===== src/rtl/discharge_sequencer.sv =====
// Discharge pulse sequencer: WAIT for breakdown, drive BUCK/RES for on_time, then deionize.
// Optional compile macro WAIT_TIMEOUT_EN adds a latched wait timeout and a timeout_flag strobe.
module discharge_sequencer #(
    parameter logic [31:0] MIN_OFF_CYCLES       = 32'd100,
    parameter logic [31:0] DEFAULT_WAIT_TIMEOUT = 32'd400000
) (
    input  logic        clk,
    input  logic        rst_n,
    input  logic        enable,
    input  logic        start,
    input  logic [15:0] waveform,
    input  logic [31:0] on_time,
    input  logic [31:0] off_time,
    input  logic        is_breakdown,
`ifdef WAIT_TIMEOUT_EN
    input  logic [31:0] wait_timeout,
    output logic        timeout_flag,
`endif
    output logic [7:0]  current_state,
    output logic [31:0] timer_wait_breakdown,
    output logic        gate_main,
    output logic        gate_buck,
    output logic        gate_res,
    output logic        pulse_done,
    output logic [31:0] pulse_count
);
    localparam logic [7:0] S_IDLE  = 8'h00;
    localparam logic [7:0] S_WAIT  = 8'h01;
    localparam logic [7:0] S_BUCK  = 8'h02;
    localparam logic [7:0] S_RES   = 8'h04;
    localparam logic [7:0] S_DEION = 8'h80;

    logic [7:0]  state_q, state_d;
    logic [31:0] cnt_q, cnt_d;
    logic        done_q, done_d;
    logic [31:0] timer_q, timer_d;
    logic [1:0]  wf_q, wf_d;           // {buck, continuous}
    logic [31:0] on_q, on_d, off_q, off_d;
    logic        gate_main_q, gate_main_d, gate_buck_q, gate_buck_d, gate_res_q, gate_res_d;
    logic        pulse_done_q, pulse_done_d;
    logic [31:0] pulse_count_q, pulse_count_d;
    logic [31:0] on_len, off_len;
    logic        hit_on, hit_off, idle_done, timeout_hit, timeout_d, enter_wait;
    logic [7:0]  exit_state;
    logic        unused_bits;

    assign unused_bits = ^{waveform[13:0], DEFAULT_WAIT_TIMEOUT};

`ifdef WAIT_TIMEOUT_EN
    logic [31:0] limit_q, limit_d;
    logic        tflag_q;
    assign timeout_hit  = (limit_q != 32'd0) && (timer_q == limit_q);
    assign limit_d      = enter_wait ? wait_timeout : limit_q;
    assign timeout_flag = tflag_q;
    always_ff @(posedge clk or negedge rst_n) begin
        if (!rst_n) begin
            limit_q <= DEFAULT_WAIT_TIMEOUT;
            tflag_q <= 1'b0;
        end else begin
            limit_q <= limit_d;
            tflag_q <= timeout_d;
        end
    end
`else
    assign timeout_hit = 1'b0;
`endif

    always_comb begin
        on_len     = (on_q == 32'd0) ? 32'd1 : on_q;
        off_len    = (off_q < MIN_OFF_CYCLES) ? MIN_OFF_CYCLES : off_q;
        // compare in 33 bits so a full-scale length cannot wrap
        hit_on     = ({1'b0, cnt_q} + 33'd1) >= {1'b0, on_len};
        hit_off    = ({1'b0, cnt_q} + 33'd1) >= {1'b0, off_len};
        idle_done  = done_q || hit_off;
        exit_state = wf_q[0] ? S_DEION : S_IDLE;
        state_d    = state_q;
        timeout_d  = 1'b0;
        case (state_q)
            S_IDLE:  if (idle_done && enable && (wf_q[0] || start)) state_d = S_WAIT;
            S_WAIT: begin
                if (!enable)           state_d = exit_state;
                else if (is_breakdown) state_d = wf_q[1] ? S_BUCK : S_RES;
                else if (timeout_hit) begin
                    state_d   = exit_state;
                    timeout_d = 1'b1;
                end
            end
            S_BUCK, S_RES: if (!enable || hit_on) state_d = exit_state;
            S_DEION: if (hit_off) state_d = enable ? S_WAIT : S_IDLE;
            default: state_d = S_IDLE;
        endcase

        enter_wait = (state_d == S_WAIT) && (state_q != S_WAIT);
        wf_d  = enter_wait ? waveform[15:14] : wf_q;
        on_d  = enter_wait ? on_time : on_q;
        off_d = enter_wait ? off_time : off_q;

        if (state_d != state_q)        cnt_d = 32'd0;
        else if (cnt_q == 32'hFFFFFFFF) cnt_d = cnt_q;
        else                            cnt_d = cnt_q + 32'd1;
        done_d = (state_d == S_IDLE) &&
                 ((state_q == S_IDLE && idle_done) || state_q == S_DEION);

        if (state_d == S_WAIT && state_q == S_WAIT)
            timer_d = (timer_q == 32'hFFFFFFFF) ? timer_q : timer_q + 32'd1;
        else
            timer_d = 32'd0;

        pulse_done_d  = (state_q == S_BUCK || state_q == S_RES) &&
                        !(state_d == S_BUCK || state_d == S_RES);
        pulse_count_d = (state_q == S_WAIT && (state_d == S_BUCK || state_d == S_RES))
                        ? pulse_count_q + 32'd1 : pulse_count_q;
        gate_main_d   = (state_d == S_WAIT) || (state_d == S_BUCK) || (state_d == S_RES);
        gate_buck_d   = (state_d == S_BUCK);
        gate_res_d    = (state_d == S_RES);
    end

    always_ff @(posedge clk or negedge rst_n) begin
        if (!rst_n) begin
            state_q       <= S_IDLE;
            cnt_q         <= 32'd0;
            done_q        <= 1'b1;
            timer_q       <= 32'd0;
            wf_q          <= 2'b00;
            on_q          <= 32'd0;
            off_q         <= 32'd0;
            gate_main_q   <= 1'b0;
            gate_buck_q   <= 1'b0;
            gate_res_q    <= 1'b0;
            pulse_done_q  <= 1'b0;
            pulse_count_q <= 32'd0;
        end else begin
            state_q       <= state_d;
            cnt_q         <= cnt_d;
            done_q        <= done_d;
            timer_q       <= timer_d;
            wf_q          <= wf_d;
            on_q          <= on_d;
            off_q         <= off_d;
            gate_main_q   <= gate_main_d;
            gate_buck_q   <= gate_buck_d;
            gate_res_q    <= gate_res_d;
            pulse_done_q  <= pulse_done_d;
            pulse_count_q <= pulse_count_d;
        end
    end

    assign current_state        = state_q;
    assign timer_wait_breakdown = timer_q;
    assign gate_main            = gate_main_q;
    assign gate_buck            = gate_buck_q;
    assign gate_res             = gate_res_q;
    assign pulse_done           = pulse_done_q;
    assign pulse_count          = pulse_count_q;
endmodule


===== config.mk =====
export PLATFORM = sky130hd
export DESIGN_NAME = discharge_sequencer
export DESIGN_NICKNAME = d
export VERILOG_FILES = /design/src/rtl/discharge_sequencer.sv
export SDC_FILE = /design/constraint.sdc
export NUM_CORES = 1
export LEC_CHECK = 0
export CORE_MARGIN = 5
export CORE_UTILIZATION = 54
export DETAILED_ROUTE_END_ITERATION = 6
export PLACE_DENSITY = 0.88
export SLEW_MARGIN = 25
export SYNTH_ARGS = -nofsm -noshare
export SYNTH_HDL_FRONTEND = slang
export SYNTH_SLANG_ARGS = --single-unit

===== constraint.sdc =====
create_clock -name clk -period 5.4 [get_ports clk]
set_input_delay 0.81 -clock clk [delete_from_list [all_inputs] [get_ports clk]]
set_output_delay 0.81 -clock clk [all_outputs]
set_load 0.02 [all_outputs]

### Word-level counts from Yosys, hierarchy flattened

Index checks and enable logic that the tools add are counted.

* add/sub/neg operators: 4
* order comparisons: 3
* eq/ne operators: 13
* muxes and demuxes: 15
* reduce and logical (&&, ||, !) cells: 22

Operators with widths (number)
* 32-bit two-way mux: 6
* 32-bit by 1-bit adder with 32-bit output (second input constant): 3
* 33-bit by 32-bit >= comparator with 1-bit output: 2
* 32-bit == test (second input constant): 2
* 8-bit two-way mux: 6
* 32-bit by 1-bit adder with 33-bit output (second input constant): 1
* 32-bit zero test: 1
* 32-bit by 7-bit less-than comparator with 1-bit output (second input constant): 1
* 8-bit one-hot mux with 4 select lines: 1
* 8-bit by 1-bit == test with 1-bit output (second input constant): 2
* 8-bit by 2-bit == test with 1-bit output (second input constant): 2
* 8-bit by 3-bit == test with 1-bit output (second input constant): 2
* 8-bit zero test: 2
* 8-bit == test (second input constant): 1
* 1-bit logical AND: 8
* 1-bit logical OR: 8
* 8-bit by 1-bit != test with 1-bit output (second input constant): 1
* 8-bit != test: 1
* 2-bit != test (second input constant): 2
* 3-bit two-way mux: 1
* 1-bit zero test: 2
* 2-bit OR reduction: 1
* 1-bit two-way mux: 1

* flip-flop bits (word level): 175
* input bits: 85
* output and inout bits: 76
* word-level logic and storage cells: 69

### Depth between registers and ports, before layout

* depth in word-level cells: 12
* mapped depth: 17

### Worst setup path after synthesis

Ideal clock, no wire load.

* path kind: register to register
* start: register cnt_q[3]
* end: register on_q[12]
* library setup time: 0.125 ns
* arrival time: 3.775 ns
* path slack: 1.500 ns
* stages on the path, launching flop included: 17
* path buffers: 2
* clock period less this slack: 3.900 ns
* cell sequence: dfrtp_1 nand4_1 nor4_1 and2_1 nand2_1 nor2_1 xor2_1 ha_1 nand3_1 nor4_1 and3_1 o211a_1 a211o_1 o22ai_1 buf_6 buf_6 mux2_4

* word-level cells in the longest chain between the ends: 9
* elaborated cells on any way between the ends: 13

RTL lines
* start: declaration: RTL line 34 `logic [31:0] cnt_q, cnt_d;`
* start signal: assignment: RTL line 134 `cnt_q <= cnt_d;`
* 32-bit by 1-bit adder with 33-bit output (*): RTL line 72, 73
* 33-bit by 32-bit >= comparator with 1-bit output: RTL line 73 `hit_off = ({1'b0, cnt_q} + 33'd1) >= {1'b0, off_len};`
* 1-bit logical OR: RTL line 74 `idle_done = done_q || hit_off;`
* 1-bit logical AND (2 in a row): RTL line 79 `S_IDLE: if (idle_done && enable && (wf_q[0] || start)) state_d = S_WAIT;`
* 8-bit two-way mux: RTL line 79
* 8-bit one-hot mux with 4 select lines (*): RTL line 78 `case (state_q)`
* 8-bit by 1-bit == test with 1-bit output (*): RTL line 93 `enter_wait = (state_d == S_WAIT) && (state_q != S_WAIT);`
* 1-bit logical AND (*): RTL line 93
* end signal: assignment: RTL line 138 `on_q <= on_d;`
* end: declaration: RTL line 38 `logic [31:0] on_q, on_d, off_q, off_d;`

Every way passes the cells marked *; elsewhere a longest branch is shown, timed or not.
A chain may end at the register's enable or synchronous reset.

### Worst setup path in the final report

* start: register off_q[28]
* end: register cnt_q[17]

* word-level cells in the longest chain between the ends: 10
* elaborated cells on any way between the ends: 12

RTL lines
* start: declaration: RTL line 38
* start signal: assignment: RTL line 126 `off_q <= 32'd0;`
* start signal: assignment: RTL line 139 `off_q <= off_d;`
* 32-bit by 7-bit less-than comparator with 1-bit output: RTL line 70 `off_len = (off_q < MIN_OFF_CYCLES) ? MIN_OFF_CYCLES : off_q;`
* 32-bit two-way mux (*): RTL line 70
* 33-bit by 32-bit >= comparator with 1-bit output (*): RTL line 73
* 1-bit logical OR: RTL line 74
* 1-bit logical AND (2 in a row): RTL line 79
* 8-bit two-way mux: RTL line 79
* 8-bit one-hot mux with 4 select lines (*): RTL line 78
* 8-bit != test (*): RTL line 98 `if (state_d != state_q) cnt_d = 32'd0;`
* 2-bit != test (no line) or 32-bit two-way mux (tied branches)

Marked as above.

==> metrics.txt <==
# hold bufs at CTS 0; FF+latch count, synth 175; # rows 48; most numerous cell on the critical path nor4_1; Cell Pwr Density 217 nW/um^2; Post-Synthesis Cells 888; Placed Cells 1247; share of layout cells above drive strength 1 14.0%; Avg Vias per Cell 5.61; Top delay family on crit path compound AO/OA/AOI/OAI gates; total of max-cap violations 0; DRT Pass-1 Iters 5; via count 7173; EDFF count, synth 0; final worst path period share 86.7%; FMAX 0.214 GHz; most common cell in the netlist dfrtp_1; post-synth top area share 45.7%; Multi-input gate area 4810 sq um; initial core utilization 55.1%; clock slew at reported path FFs 0.07 ns; non-filler cells, final 1278; Routed Wire Length 21800 um; Sinks on Clock Net 175; Num CTS Buffers 17; sequential cell area fraction in the yosys report 46.0%; H-tree levels 4; most used flip-flop cell after synthesis dfrtp_1; Hold Crit Class primary input to async pin; Post-Synthesis Cell Area 9530 sq um; Slew Limit Fails 0; setup bufs post-CTS 0; cell taking the most area after synthesis dfrtp_1; clk_skew 0.00913 ns; DR DRC count 0; CTS Buffer Depth 2; FF+latch area 4380 sq um; element type at the critical path end flip-flop; slowest stage delay, CP 0.76 ns; CP max FO 32; CP Buf/Inv Count 1; initial antenna violation count 0; Placer Congestion 0.857; GRT Total Usage 22.3%; later-pin clock latency in the skew report 0.43 ns; Int Pwr 1970 uW; ranking of synthesized cells by area dfrtp_1 (46%), ha_1 (8.8%), mux2_2 (5.8%); fillers 1279; Crit-path slowest cell o2111a_1; Synth Area per Inst 10.7 sq um; DP HPWL 16200 um; Root Driver clkbuf_16; Routed Antenna Nets 0; startpoint class of the critical path flip-flop; # setup viols final 0; Yosys Warn Count 0; Wirelength per Cell 17.1 um; fraction of registers with async set/reset 100%; CP Cell Sequence nor4_1 > nand2_1 > nor4_1 > nand4_1 > nor4_1 > buf_4 > nor2b_1 > ha_1 > nand2b_1 > a31oi_1 > o31ai_1 > nor2_1 > o41ai_1 > a211o_1 > o2111a_1 > o21ba_2; Sequential Power Share 51.3%; first-pass GRT wire length 36700 um; combinational cell fraction of total power 3.7%; Overflow after GRT 0; I/O Buffers 146; Final Critical Period 4.68 ns; Total Die Area 20400 sq um; die width 143 um; reg2reg start off_q[28]; critical path required time 5.72 ns; P&R area growth vs syn 23.9%; slew margin rel. 44.4%; Leak Pwr 0.00553 uW; Die Ht 143 um; Final Hold Vio Count 0; # resized after CTS 0; crit path from off_q[28]; Starting DRT DRC Count 297; Final TNS setup 0 ns; Post-synth top cells dfrtp_1 (174), ha_1 (67), nor2_1 (66); Clock Power Share 45.1%; vias in the first global route 7462; Final Util 68.3%; CP arrival 5.00 ns; ANT cells 0; P_sw 593 uW; largest net degree at the start of global routing 76; Nets 1193; Worst-Margin Slew 0.835 ns; Sw Share 23.1%; Boundary Pins 161; Max IR drop VDD 0.293 mV; hold slack 0.372 ns; outcome finished clean; CTS tree done; Core ar. 17300 sq um; CP Class flip-flop to flip-flop; RSZ-0062 raised after global routing no; unique cell type count in the Yosys netlist 56
path summary, 6_finish.rpt:
kind,endpoint,slack [ns],cells after the start
setup / recovery,cnt_q[17],0.72,16
hold / removal,timer_wait_breakdown[17],0.37,1
setup reg to reg,cnt_q[17],0.72,16
hold reg to reg,pulse_count[31],0.48,1
max in group asynchronous,cnt_q[5],3.78,2
min in group clk,pulse_count[31],0.48,1
through the flow:
| stage | cell area (sq um) | total power (uW) | setup WS (ns) |
|---|---|---|---|
| after floorplan | 9540 | 1350 | 1.50 |
| after global placement | 11300 | 1430 | 0.890 |
| after detailed placement | 11300 | 1430 | 0.744 |
| after CTS | 11800 | 2590 | 0.727 |
| after global routing | 11800 | 2660 | 0.327 |
| final | 11800 | 2560 | 0.719 |
sequential cells by signal, summed over array words and instances (netlist names), 2 cells and up:
| name | flops |
|---|---|
| cnt_q | 32 |
| off_q | 32 |
| on_q | 32 |
| pulse_count | 32 |
| timer_wait_breakdown | 32 |
| current_state | 8 |
| wf_q | 2 |
cell families (layout without fill, tap and decap cells):
group / Yosys count / after routing / synth area share, %
xor gates and xnor gates: 91 / 91 / 8.36
DFF: 175 / 175 / 46.0
adders and majority gates: 67 / 67 / 8.79
AOI/OAI and AO/OA: 108 / 108 / 8.73
muxes: 69 / 69 / 8.83
and+or+nand+nor: 289 / 289 / 15.5
other: 1 / 4 / 0.0393
buffers and inverters: 88 / 250 / 3.79
metal layers:
layer / GRT usage (%) / vias to the layer above / part of all wire (%)
met2: 36.5 / 185 / 48
met5: 0 / - / 0
met4: 5.60 / 0 / 1.6
met1: 28.5 / 3520 / 43
li1: - / 3438 / -
met3: 7.84 / 30 / 7.3
power groups by stage:
stage	combinational (uW)	sequential, uW	clock [uW]
finish	94.5	1310	1150
global route	105	1310	1240
CTS	97.4	1310	1180
detailed placement	96.6	1340	0
global placement	95.8	1340	0
floorplan	8.94	1340	0
layout make-up:
type / instances / share of cell area (%)
multi-input combinational: 628 / 40.8
sequential: 175 / 37.1
timing repair buffer: 155 / 13.1
clock buffer: 17 / 3.60
tap: 225 / 2.38
inverter: 64 / 2.03
clock inverter: 14 / 1.08
layout by cell type, fill, tap and decap left out, types with 42 or more instances in the layout:
cell type | netlist | final
xor2_1 | 49 | 49
dfrtp_1 | 174 | 174
xnor2_1 | 42 | 42
ha_1 | 67 | 67
clkdlybuf4s50_1 | 0 | 145
nor2_1 | 66 | 66
inv_1 | 64 | 64
nand2_1 | 54 | 54
mux2_2 | 49 | 49
nand3_1 | 50 | 50
(Power assumes the default switching activity.)
